--- src/rtl/cdb_arbiter_pkg.sv ---
// Shared types and constants for the 3-wide common data bus arbiter.
package cdb_arbiter_pkg;

    localparam int NUM_FU = 6;
    localparam int PR     = 6;
    localparam int XLEN   = 32;
    localparam int CDB_W  = 3;
    localparam int PTR_W  = $clog2(NUM_FU);

    localparam logic [PR-1:0] ZERO_PR = {PR{1'b0}};

    typedef struct packed {
        logic [PR-1:0] t2;
        logic [PR-1:0] t1;
        logic [PR-1:0] t0;
    } CDB_T_PACKET;

    // Reduce a sum of two FU indices (each < NUM_FU) back into 0..NUM_FU-1.
    function automatic logic [PTR_W-1:0] wrap_idx(input logic [PTR_W:0] a);
        logic [PTR_W:0] lim;
        lim = (PTR_W+1)'(NUM_FU);
        return (a >= lim) ? PTR_W'(a - lim) : a[PTR_W-1:0];
    endfunction

endpackage

--- src/rtl/cdb_arbiter_checker.sv ---
// Protocol checks for the CDB arbiter: no two live FUs target the same register.
module cdb_arbiter_checker
    import cdb_arbiter_pkg::*;
(
    input logic                       clock,
    input logic                       reset,
    input logic [NUM_FU-1:0]          fu_valid,
    input logic [NUM_FU-1:0][PR-1:0]  fu_tag
);

    logic dup_s;

    // Pairwise compare of live destination tags.
    always_comb begin
        dup_s = 1'b0;
        for (int i = 0; i < NUM_FU; i++) begin
            for (int j = i + 1; j < NUM_FU; j++) begin
                dup_s = dup_s | (fu_valid[i] && fu_valid[j] && (fu_tag[i] != ZERO_PR)
                                 && (fu_tag[i] == fu_tag[j]));
            end
        end
    end

    a_no_dup_live_tag: assert property (@(posedge clock) disable iff (reset) !dup_s);

endmodule

--- src/rtl/cdb_arbiter_rr_pick3.sv ---
// Combinational round-robin picker: up to three live requests, scanning from rr_ptr.
module cdb_arbiter_rr_pick3
    import cdb_arbiter_pkg::*;
(
    input  logic [NUM_FU-1:0]             live_mask,
    input  logic [PTR_W-1:0]              rr_ptr,
    output logic [NUM_FU-1:0]             grant_mask,
    output logic [CDB_W-1:0][NUM_FU-1:0]  slot_sel,
    output logic [CDB_W-1:0]              slot_valid,
    output logic [PTR_W-1:0]              next_ptr
);

    logic [NUM_FU-1:0]            rot_s;
    logic [CDB_W-1:0][PTR_W-1:0]  pos_s;
    logic [CDB_W-1:0][PTR_W-1:0]  orig_s;
    logic [1:0]                   found_s;
    logic [PTR_W-1:0]             last_s;

    // Rotate so rr_ptr lands at bit 0, encode three deep, then rotate back.
    always_comb begin
        rot_s      = '0;
        pos_s      = '0;
        orig_s     = '0;
        slot_valid = '0;
        slot_sel   = '0;
        found_s    = 2'd0;
        for (int j = 0; j < NUM_FU; j++) begin
            rot_s[j] = live_mask[wrap_idx({1'b0, PTR_W'(j)} + {1'b0, rr_ptr})];
        end
        for (int j = 0; j < NUM_FU; j++) begin
            if (rot_s[j] && (found_s != 2'd3)) begin
                pos_s[found_s]      = PTR_W'(j);
                slot_valid[found_s] = 1'b1;
                found_s             = found_s + 2'd1;
            end else begin
                found_s = found_s;
            end
        end
        for (int k = 0; k < CDB_W; k++) begin
            orig_s[k] = wrap_idx({1'b0, pos_s[k]} + {1'b0, rr_ptr});
            slot_sel[k][orig_s[k]] = slot_valid[k];
        end
        grant_mask = slot_sel[0] | slot_sel[1] | slot_sel[2];
        last_s = slot_valid[2] ? orig_s[2] : (slot_valid[1] ? orig_s[1] : orig_s[0]);
        next_ptr = slot_valid[0] ? wrap_idx({1'b0, last_s} + {1'b0, PTR_W'(1)}) : rr_ptr;
    end

endmodule

--- src/rtl/cdb_arbiter.sv ---
// Writeback arbiter: grants up to three live FU results per cycle onto a registered CDB.
module cdb_arbiter
    import cdb_arbiter_pkg::*;
(
    input  logic                        clock,
    input  logic                        reset,
    input  logic                        squash,
    input  logic [NUM_FU-1:0]           fu_valid,
    input  logic [NUM_FU-1:0][PR-1:0]   fu_tag,
    input  logic [NUM_FU-1:0][XLEN-1:0] fu_data,
    output logic [NUM_FU-1:0]           fu_ready,
    output CDB_T_PACKET                 cdb_packet,
    output logic [CDB_W-1:0][XLEN-1:0]  cdb_data,
    output logic [1:0]                  cdb_count
);

    logic [PTR_W-1:0]             rr_ptr_r;
    logic [PTR_W-1:0]             next_ptr_s;
    logic [NUM_FU-1:0]            live_s;
    logic [NUM_FU-1:0]            null_s;
    logic [NUM_FU-1:0]            grant_s;
    logic [CDB_W-1:0][NUM_FU-1:0] sel_s;
    logic [CDB_W-1:0]             slot_vld_s;
    logic [CDB_W-1:0][PR-1:0]     slot_tag_s;
    logic [CDB_W-1:0][XLEN-1:0]   slot_data_s;
    logic [1:0]                   slot_cnt_s;

    // Split requests into live (needs a slot) and null (no destination register).
    always_comb begin
        live_s = '0;
        null_s = '0;
        for (int i = 0; i < NUM_FU; i++) begin
            live_s[i] = fu_valid[i] && (fu_tag[i] != ZERO_PR);
            null_s[i] = fu_valid[i] && (fu_tag[i] == ZERO_PR);
        end
    end

    cdb_arbiter_rr_pick3 u_pick (
        .live_mask  (live_s),
        .rr_ptr     (rr_ptr_r),
        .grant_mask (grant_s),
        .slot_sel   (sel_s),
        .slot_valid (slot_vld_s),
        .next_ptr   (next_ptr_s)
    );

    // Null requests are always accepted; nothing is accepted under reset or squash.
    always_comb begin
        if (reset || squash) begin
            fu_ready = '0;
        end else begin
            fu_ready = grant_s | null_s;
        end
    end

    // One-hot slot muxes for tags and data; empty slots fall out as zero.
    always_comb begin
        slot_tag_s  = '0;
        slot_data_s = '0;
        for (int k = 0; k < CDB_W; k++) begin
            for (int i = 0; i < NUM_FU; i++) begin
                slot_tag_s[k]  = slot_tag_s[k]  | (sel_s[k][i] ? fu_tag[i]  : ZERO_PR);
                slot_data_s[k] = slot_data_s[k] | (sel_s[k][i] ? fu_data[i] : {XLEN{1'b0}});
            end
        end
        slot_cnt_s = {1'b0, slot_vld_s[0]} + {1'b0, slot_vld_s[1]} + {1'b0, slot_vld_s[2]};
    end

    // CDB output register and round-robin pointer; squash empties the bus and freezes the pointer.
    always_ff @(posedge clock or posedge reset) begin
        if (reset) begin
            rr_ptr_r   <= '0;
            cdb_packet <= '{t2: ZERO_PR, t1: ZERO_PR, t0: ZERO_PR};
            cdb_data   <= '0;
            cdb_count  <= 2'd0;
        end else if (squash) begin
            rr_ptr_r   <= rr_ptr_r;
            cdb_packet <= '{t2: ZERO_PR, t1: ZERO_PR, t0: ZERO_PR};
            cdb_data   <= '0;
            cdb_count  <= 2'd0;
        end else begin
            rr_ptr_r   <= next_ptr_s;
            cdb_packet <= '{t2: slot_tag_s[2], t1: slot_tag_s[1], t0: slot_tag_s[0]};
            cdb_data   <= slot_data_s;
            cdb_count  <= slot_cnt_s;
        end
    end

    cdb_arbiter_checker u_chk (
        .clock    (clock),
        .reset    (reset),
        .fu_valid (fu_valid),
        .fu_tag   (fu_tag)
    );

endmodule

--- config.mk ---
export PLATFORM = sky130hd
export DESIGN_NAME = cdb_arbiter
export DESIGN_NICKNAME = d
export VERILOG_FILES = /design/src/rtl/cdb_arbiter_pkg.sv /design/src/rtl/cdb_arbiter_checker.sv /design/src/rtl/cdb_arbiter_rr_pick3.sv /design/src/rtl/cdb_arbiter.sv
export SDC_FILE = /design/constraint.sdc
export NUM_CORES = 1
export LEC_CHECK = 0
export CORE_UTILIZATION = 40
export DETAILED_ROUTE_END_ITERATION = 7
export PLACE_DENSITY = 0.81
export SYNTH_ARGS = -nofsm -noshare
export SYNTH_HDL_FRONTEND = slang
export SYNTH_HIERARCHICAL = 1
export SYNTH_SLANG_ARGS = --single-unit
--- constraint.sdc ---
create_clock -name clock -period 9.3 [get_ports clock]
set_input_delay 0.93 -clock clock [delete_from_list [all_inputs] [get_ports clock]]
set_output_delay 0.93 -clock clock [all_outputs]
set_load 0.1 [all_outputs]
Word level (Yosys, flattened, before mapping)
Index checks and enable logic that the tools add are counted.
{"block": "totals", "register_bits": 119, "mem_bits_rw": 0, "mem_bits_ro": 0, "output_inout_bits": 122, "memories": 0, "latch_bits": 0}
{"block": "classes", "bitwise": 54, "mul": 0, "n_mux": 106, "n_shift": 0, "eq_ne": 5, "add_sub_neg": 25, "div": 0, "order_cmp": 32, "reduce_logical": 39}
{"op": "$mux W32", "count": 18}
{"op": "$or A32 B32 Y32", "count": 15}
{"op": "$or A6 B6 Y6", "count": 20}
{"op": "$mux W6", "count": 19}
{"op": "$mux W96", "count": 1}
{"op": "$mux W3", "count": 22}
{"op": "$ge A4 B3 Y1 const B", "count": 9}
{"op": "$logic_not A6 Y1", "count": 6}
{"op": "$lt A3 B4 Y1 const B", "count": 9}
{"op": "$mux W9", "count": 4}
{"op": "$reduce_bool A6 Y1", "count": 6}
{"op": "$and A6 B6 Y6", "count": 5}
{"op": "$demux W3 S2", "count": 5}
{"op": "$sub A3 B3 Y3 const B", "count": 10}
{"op": "$logic_and A1 B1 Y1", "count": 25}
{"op": "$bmux W1 S3", "count": 6}
{"op": "$mux W18", "count": 1}
{"op": "$mux W1", "count": 16}
{"op": "$or A3 B3 Y3", "count": 5}
{"op": "$add A3 B3 Y4", "count": 3}
{"op": "$lt A2 B3 Y1 const B", "count": 4}
{"op": "$not A6 Y6", "count": 2}
{"op": "$demux W1 S2", "count": 5}
{"op": "$mux W2", "count": 5}
{"op": "other kinds (24)", "count": 40}

Longest topological paths before layout
Gate-level depths: netlist (run 1).
{"block": "logic_depth", "ltp_word": 39, "ltp_mapped": 42}

Modules after synthesis
Netlist (run 1), hierarchy kept.
{"module": "cdb_arbiter", "cells_each": 705, "area_per_inst_um2": 7064.3, "instances": 1}
{"module": "cdb_arbiter_rr_pick3", "cells_each": 290, "area_per_inst_um2": 2127.0, "instances": 1}

Least setup slack after synthesis (run 1)
Ideal clock, no wire load.
{"block": "synth_timing", "path_type": "in2out", "startpoint": "in fu_tag[29] (netlist name)", "endpoint": "out fu_ready[4]", "stages": 31, "slack_ns": 0.022, "arrival_time_ns": 8.348, "path_buffers": 0, "cell_sequence": "or4_4 -> o21a_1 -> mux4_2 -> nand2_1 -> o31a_1 -> ha_1 -> nand2b_1 -> and2_1 -> fa_1 -> ha_1 -> a31oi_1 -> o31a_1 -> a21oi_1 -> nor2b_1 -> inv_1 -> ha_1 -> or2_2 -> a31o_2 -> mux2_4 -> o21a_4 -> nor2_1 -> o21a_1 -> inv_1 -> fa_1 -> xnor2_1 -> and3_1 -> nor2_1 -> nor3_1 -> or3_1 -> or3b_2 -> o31ai_2"}
{"item": "from (decl)", "line": "cdb_arbiter.sv:9", "source": "input logic [NUM_FU-1:0][PR-1:0] fu_tag,"}
{"item": "to (decl)", "line": "cdb_arbiter.sv:11", "source": "output logic [NUM_FU-1:0] fu_ready,"}

==> results of run 1 <==
-- what timing repair did --
action                                  in CTS  in global routing
pin swaps                                   14                 37
hold buffers                                 0                  0
endpoints found under the hold margin        0                  0
gates resized for setup                     33                 77
endpoints found under the setup margin       6                  6
buffers inserted                             7                 10
-- cell type report --
class,count,share of cell area
clock inverters,15,0.0115
inverters,26,0.00674
multi-input cells,752,0.412
repair buffers,487,0.316
well taps,285,0.0240
diodes,3,0.000506
clock buffers,17,0.0287
flip-flops and latches,119,0.201
-- final timing paths --
kind	start	to	slack (ps)	depth (start not counted)
max in group asynchronous	reset	cdb_data[46]	6510	3
worst min register to register	rr_ptr_r[2]	rr_ptr_r[2]	870	2
min in group asynchronous	reset	cdb_count[1]	1310	2
worst max register to register	rr_ptr_r[1]	rr_ptr_r[2]	890	38
worst min-delay path	rr_ptr_r[2]	rr_ptr_r[2]	870	2
worst max-delay path	fu_tag[20]	fu_ready[4]	50	35
-- sequential cells by signal, indices dropped and copies added (netlist names) --
signal      flops
cdb_count       2
cdb_data       96
rr_ptr_r        3
cdb_packet     18
-- routing by layer --
layer	vias to the layer above	share of wire
met1	5571	0.35
met3	273	0.13
met4	0	0.060
met2	1137	0.46
met5	-	0
li1	4876	-
-- cell families after synthesis --
kind of cell / Yosys count / share of synthesized area
buffers and inverters: 124 / 0.0630
flip-flops: 119 / 0.324
AO/OA/AOI/OAI: 533 / 0.423
AND/OR/NAND/NOR: 147 / 0.0913
XOR/XNOR: 11 / 0.0113
multiplexers: 24 / 0.0333
adder cells (fa/ha/maj): 37 / 0.0545
-- per-stage QoR --
| step | hold slack (ps) | setup WS, ps |
|---|---|---|
| 6_report | 873 | 54.2 |
| 4_1_cts | 866 | 0.297 |
| 3_3_place_gp | 844 | -180 |
| 5_1_grt | 893 | -104 |
| 2_1_floorplan | 614 | 21.7 |
| 3_5_place_dp | 854 | -333 |
-- synth_stat cells (3+ instances only) --
cell type	n
o21ai_1	3
buf_4	3
nand3_1	5
and2_1	3
buf_2	64
mux2i_1	13
o31a_1	4
or3_1	7
a31oi_1	115
fa_1	5
buf_6	3
clkbuf_1	23
xnor2_1	7
nand4_1	3
o21a_1	9
nor2b_1	11
nand2_1	20
o31ai_2	6
nand2b_1	7
a21o_1	4
dfrtp_1	119
a22oi_1	342
mux2_2	6
and3_1	6
buf_1	5
inv_1	25
ha_1	32
or3b_2	9
nor2_1	37
or3b_1	4
a31o_2	3
xor2_1	3
or2_2	9
nor3_1	10
o21ai_0	8
or4_4	6
a21oi_1	14
-- worst register-to-register path, delay by kind of cell, from the launching register on --
kind | cells | cell delay, ps
simple gates | 8 | 800
buf+inv | 5 | 560
compound gates | 11 | 2170
fa+ha+maj | 7 | 2210
mux | 7 | 1940
flops | 1 | 620
==> impl_metrics.json, run 1 <==
{
  "grt_pass1_vias": 11702,
  "wirelength_um": 46200,
  "fin_setup_tns_ps": 0,
  "path_clk_slew_ps": 60,
  "die_x_um": 154,
  "synth_seq_cells": 119,
  "clockRootBuffer": "clkbuf_16",
  "grt_first_pass_wirelength_um": 67200,
  "cts_sinks": 119,
  "dp_cells": 1652,
  "multi_input_area_mm2": 0.00612,
  "max_stage_delay_ps": 530,
  "synthToLayoutAreaGrowth_pct": 61.5,
  "grt.busiest_layer": "met2",
  "place.gp.congestion": 0.944,
  "io_pins": 359,
  "fillCellCount": 1750,
  "path_buf_inv": 5,
  "clock_latency_ps": 420,
  "ys_warn_count": 6,
  "async_flop_share": 1.00,
  "syn-mean-instance-area_um2": 9.24,
  "slew_headroom": 0.252,
  "antenna_found_initial": 3,
  "grt_max_degree": 76,
  "cpMaxStageDelayCell": "or4_4",
  "drive_above_1_share": 0.205,
  "core_area_mm2": 0.0226,
  "synth-main-ff-cell": "dfrtp_1",
  "place_area_mm2": 0.0137,
  "use_met2": 0.603,
  "start_util": 0.407,
  "vias": 11857,
  "final_common_cell": "a22oi_1",
  "cts_tree": "built",
  "ant_nets": 0,
  "drt_iter0_drc": 1700,
  "firstDrtPassIters": 8,
  "detail_route.wl_per_cell_um": 27.1,
  "h-tree-depth": 4,
  "worst_slew_pin_slew_ps": 1120,
  "seq_area_mm2": 0.00298,
  "period_needed_ps": 9250,
  "finalSetupViolations": 0,
  "arrival_ps": 8320,
  "post-synth-top-area-cell": "dfrtp_1",
  "yosys.cell_types.count": 71,
  "drcViolationCount": 1,
  "die-height_um": 154,
  "drv_slew": 0,
  "grt_remaining_overflow": 0,
  "final_util": 0.658,
  "drv_cap": 0,
  "cp-end-kind": "primary output",
  "netlist_area_mm2": 0.00919,
  "final_cells": 1704,
  "track_usage": 0.372,
  "dp_hpwl_um": 28600,
  "synth-edff-count": 0,
  "port_buffers": 358,
  "critPathLaunchType": "input pin",
  "worstPathRequired_ps": 8370,
  "synthTopCellsByArea": "dfrtp_1 (32%), a22oi_1 (28%), a31oi_1 (7.8%)",
  "crit_path_max_fanout": 4,
  "finalInstanceArea_mm2": 0.0148,
  "layout_common_cells": "a22oi_1 (342), clkdlybuf4s50_1 (328), buf_4 (124)",
  "fmax_mhz": 108,
  "grt_util_met3": 0.0916,
  "use_met1": 0.445,
  "dieArea_mm2": 0.0236,
  "num_rows": 55,
  "syn_inst": 995,
  "layout.nets": 1677,
  "cp_top_family": "simple AND/OR/NAND/NOR gates",
  "syn_nets": 1269,
  "violations": "design-rule violations",
  "numCtsBuffers": 17,
  "viasPerCell": 6.96,
  "status": "finished with violations",
  "finClkSkew_ps": 10.2,
  "hold_violations": 0,
  "path_class": "in2out",
  "synth_top_area_share": 0.324,
  "clk_path_buf_depth": 2,
  "ys_seq_area_frac": 0.324,
  "hold_path_class": "reg2reg",
  "fin_crit_sh": 0.994
}
Power of run 1 is not shown: default switching activity piles up to over one toggle a cycle in this logic, so the estimate is an artifact.
==> inputs of run 2 (changes only) <==
CORE_UTILIZATION = 41   (was 40)
PLACE_DENSITY = 0.83   (was 0.81)
==> run 2 against run 1 <==
Setup slack better by 24 ps. Clock-buffer cell count is 3 higher. Largest cell class unchanged. The flow still finishes with violations (design-rule violations). Final area is 0.88% lower. Critical path depth is 2 lower.
==> impl_metrics.json, run 2 (synthesis results as in run 1) <==
{
  "status": "finished with violations",
  "violations": "design-rule violations",
  "dp_hpwl_um": 27800,
  "finalInstanceArea_mm2": 0.0147,
  "largest_register": "cdb_data",
  "io_pins": 359,
  "drcViolationCount": 11,
  "reg2reg_from": "rr_ptr_r[0]",
  "cts_tree": "built",
  "fmax_mhz": 108,
  "cpMaxStageDelayCell": "fa_1",
  "path_class": "in2out",
  "arrival_ps": 8290,
  "crit_path_max_fanout": 4,
  "finClkSkew_ps": 15.3,
  "hold_slack_ps": 755,
  "cp-end-kind": "primary output",
  "drv_cap": 0,
  "clockRootBuffer": "clkbuf_16",
  "final_cells": 1695,
  "clock_latency_ps": 430,
  "ff2ff_path_depth": 33,
  "die_x_um": 152,
  "drv_slew": 0,
  "layout_common_cells": "a22oi_1 (342), clkdlybuf4s50_1 (332), buf_4 (123)",
  "period_needed_ps": 9220,
  "viasPerCell": 6.96,
  "cts_sinks": 119,
  "start_util": 0.420,
  "place_area_mm2": 0.0136,
  "worstPathRequired_ps": 8370,
  "hold_violations": 0,
  "grt_remaining_overflow": 0,
  "hold_path_class": "reg2reg",
  "ant_nets": 0,
  "rr_endpoint": "cdb_data[33]",
  "wirelength_um": 45600,
  "core_area_mm2": 0.0219,
  "clk_path_buf_depth": 2,
  "dieArea_mm2": 0.0230,
  "final_common_cell": "a22oi_1",
  "startpoint": "fu_tag[11]",
  "port_buffers": 358,
  "fin_crit_sh": 0.992,
  "vias": 11790,
  "dp_cells": 1642,
  "place_ws_ps": -240,
  "drive_above_1_share": 0.198,
  "ff2ff_setup_slack_ps": 1020,
  "largest_reg_flops": 96,
  "top_regs": "cdb_data (96), cdb_packet (18), rr_ptr_r (3)",
  "slew_headroom": 0.175,
  "cts_hold_buf": 0,
  "finalSetupViolations": 0,
  "h-tree-depth": 4,
  "path_clk_slew_ps": 50,
  "worst_slew_pin_slew_ps": 1240,
  "place.gp.congestion": 1.00,
  "num_rows": 54,
  "antenna_found_initial": 3,
  "grt_pass1_vias": 11435,
  "track_usage": 0.370,
  "critPathLaunchType": "input pin",
  "detail_route.wl_per_cell_um": 26.9,
  "synthToLayoutAreaGrowth_pct": 60.1,
  "numCtsBuffers": 17,
  "grt_max_degree": 108,
  "worstSetupEndpoint": "fu_ready[4]",
  "max_stage_delay_ps": 490,
  "fin_ws_ps": 77.8,
  "die-height_um": 152,
  "drt_iter0_drc": 1591,
  "firstDrtPassIters": 8,
  "grt_first_pass_wirelength_um": 63900,
  "layout.nets": 1672
}
## run 2: cell types whose count changed in the layout (fill, tap and decap cells not counted), sizes merged
cell           change
clkdlybuf4s15      +1
clkdlybuf4s50      +4
dlymetal6s2s       -3
clkbuf             +3
clkinv             -3
bufinv             -2
clkinvlp           +2
diode              +1
buf                -7
## run 2: layer usage
metal / share of wire / global-route usage / vias up
met2: 0.47 / 0.595 / 1099
met1: 0.35 / 0.441 / 5551
met3: 0.13 / 0.0970 / 264
li1: - / - / 4876
met4: 0.058 / 0.227 / 0
met5: 0 / 0 / -
## run 2: layout make-up
cell class,instances,area [µm²]
Clock inverter,12,90.1
Clock buffer,20,467
Antenna cell,4,10.0
Tap cell,280,350
Inverter,26,100
Timing Repair Buffer,482,4640
Sequential cell,119,2980
Fill cell,1658,7180
Multi-Input combinational cell,752,6080
## run 2: worst max-delay path: cells and delay by family
kind / cells / cell delay [ps]
muxes: 3 / 1000
and+or+nand+nor: 12 / 2170
AOI/OAI and AO/OA: 10 / 2010
buffers and inverters: 3 / 830
adders and majority gates: 5 / 1350
## run 2: how the worst min path moves through the flow
stage / startpoint / end / slack [ps] / cells past startpoint
after floorplan: rr_ptr_r[2] / rr_ptr_r[2] / 610 / 1
after global placement: rr_ptr_r[1] / rr_ptr_r[1] / 730 / 2
after detailed placement: rr_ptr_r[1] / rr_ptr_r[1] / 730 / 2
after CTS: rr_ptr_r[1] / rr_ptr_r[1] / 750 / 2
after global routing: rr_ptr_r[1] / rr_ptr_r[1] / 770 / 2
final: rr_ptr_r[1] / rr_ptr_r[1] / 760 / 2
## run 2: what timing repair did
| item | in CTS | in global routing |
|---|---|---|
| gates cloned | 0 | 0 |
| pin swaps | 10 | 33 |
| endpoints found under the setup margin | 6 | 6 |
| endpoints found under the hold margin | 0 | 0 |
| resized for setup | 22 | 75 |
| buffers inserted | 9 | 8 |
## run 2: per-stage QoR
stage / utilization / setup TNS [ps]
CTS: 0.655 / 0
floorplan: - / 0
finish: 0.672 / 0
detailed placement: 0.623 / -1210
global placement: 0.623 / -184
global route: 0.672 / -746
Power of run 2 is left out for the same reason.
==> inputs of run 3 (changes only) <==
CORE_MARGIN = 10   (was not set)
==> run 3 against run 2 <==
The run now ends clean. Clock skew fell by 5.9 ps. Hold slack improved by 35 ps. First-iteration DRC count rose by 21%. Final cell count rose by 0.71%. Global-route usage fell by 5.1 points. Non-clock buffer count rose by 14. Fmax rose by 1.5%. Setup slack improved by 140 ps. Register-to-register slack improved by 200 ps. Clock-buffer cell count fell by 3. Wire length rose by 7.9%. Die area rose by 25%.
==> impl_metrics.json, run 3 (synthesis results as in run 1) <==
{
  "grt_pass1_vias": 12175,
  "worstPathRequired_ps": 8370,
  "cp-end-kind": "primary output",
  "grt_remaining_overflow": 0,
  "detail_route.wl_per_cell_um": 28.8,
  "numCtsBuffers": 17,
  "fin_setup_tns_ps": 0,
  "die_x_um": 170,
  "cts_hold_buf": 0,
  "start_util": 0.419,
  "status": "finished, final reports clean",
  "final_common_cell": "a22oi_1",
  "io_pins": 359,
  "synthToLayoutAreaGrowth_pct": 61.0,
  "period_needed_ps": 9090,
  "vias": 11959,
  "drv_slew": 0,
  "die-height_um": 170,
  "hold_path_class": "reg2reg",
  "fmax_mhz": 110,
  "dp_hpwl_um": 31900,
  "finClkSkew_ps": 9.39,
  "worst_slew_pin_slew_ps": 1110,
  "arrival_ps": 8160,
  "fin_crit_sh": 0.977,
  "clockRootBuffer": "clkbuf_16",
  "cts_sinks": 119,
  "port_buffers": 358,
  "firstDrtPassIters": 7,
  "track_usage": 0.319,
  "grt_first_pass_wirelength_um": 72000,
  "path_class": "in2out",
  "drive_above_1_share": 0.201,
  "largest_register": "cdb_data",
  "drcViolationCount": 0,
  "viasPerCell": 7.01,
  "dieArea_mm2": 0.0288,
  "drv_cap": 0,
  "layout_common_cells": "a22oi_1 (342), clkdlybuf4s50_1 (331), buf_4 (137)",
  "critPathLaunchType": "input pin",
  "hold_violations": 0,
  "num_rows": 54,
  "cts_tree": "built",
  "max_stage_delay_ps": 560,
  "ant_nets": 0,
  "layout.nets": 1686,
  "largest_reg_flops": 96,
  "slew_headroom": 0.255,
  "top_regs": "cdb_data (96), cdb_packet (18), rr_ptr_r (3)",
  "antenna_found_initial": 3,
  "core_area_mm2": 0.0220,
  "h-tree-depth": 4,
  "crit_path_max_fanout": 4,
  "cpMaxStageDelayCell": "or4_4",
  "wirelength_um": 49200,
  "drt_iter0_drc": 1928,
  "hold_slack_ps": 790,
  "clock_latency_ps": 420,
  "clk_path_buf_depth": 2,
  "place.gp.congestion": 0.929,
  "finalSetupViolations": 0,
  "grt_max_degree": 88,
  "path_clk_slew_ps": 60
}
==> run 3: cell types whose count changed in the layout (fill, tap and decap cells not counted), sizes merged <==
cell and change:
clkinvlp -1, bufinv +2, buf +17, diode -2, clkbuf -5, clkdlybuf4s15 -1, inv +4, clkinv -2
clkdlybuf4s50 -1, dlymetal6s2s +1
==> run 3: path summary, 6_finish.rpt <==
path / startpoint / end / slack, ps / depth (start not counted)
worst min register to register: rr_ptr_r[1] / rr_ptr_r[1] / 790 / 2
max in group asynchronous: reset / cdb_data[82] / 6550 / 3
worst max-delay path: fu_tag[21] / fu_ready[4] / 210 / 34
worst max register to register: rr_ptr_r[2] / rr_ptr_r[2] / 1220 / 34
worst min-delay path: rr_ptr_r[1] / rr_ptr_r[1] / 790 / 2
min in group asynchronous: reset / cdb_packet[5] / 1260 / 2
==> run 3: layer usage <==
metal	GRT usage	up-vias	wire [µm]
met4	0.217	2	3110
met3	0.102	266	6650
li1	-	4909	-
met2	0.503	1137	22400
met1	0.364	5645	17000
met5	0	-	13
==> run 3: worst max-delay path, delay by kind of cell <==
kind / cells / cell delay [ps]
muxes: 4 / 990
AOI/OAI and AO/OA: 9 / 1660
buffers and inverters: 4 / 870
adders and majority gates: 5 / 1290
and+or+nand+nor: 12 / 2380
==> run 3: area by class of cell <==
cell class,count,area (µm²)
inverter,26,100
clock inverter,15,186
sequential,119,2980
clock buffer,17,425
tap,280,350
antenna,2,5.00
multi-input combinational,752,6030
timing repair buffer,496,4720
fill,1620,7160
==> run 3: timing repair <==
action,CTS,global route
endpoints found under the setup margin,6,6
resized for setup,37,50
cloned,0,0
setup buffers,8,7
pin swaps,9,28
==> run 3: metrics by stage <==
step	std cells	setup WS, ps	util	cell area (µm²)
after floorplan	995	21.7	-	9190
final	1707	214	0.674	14800
after global routing	1707	-74.7	0.674	14800
after global placement	1658	-153	0.626	13700
after CTS	1698	0.712	0.664	14600
after detailed placement	1658	-295	0.626	13700
Power of run 3 is left out for the same reason.
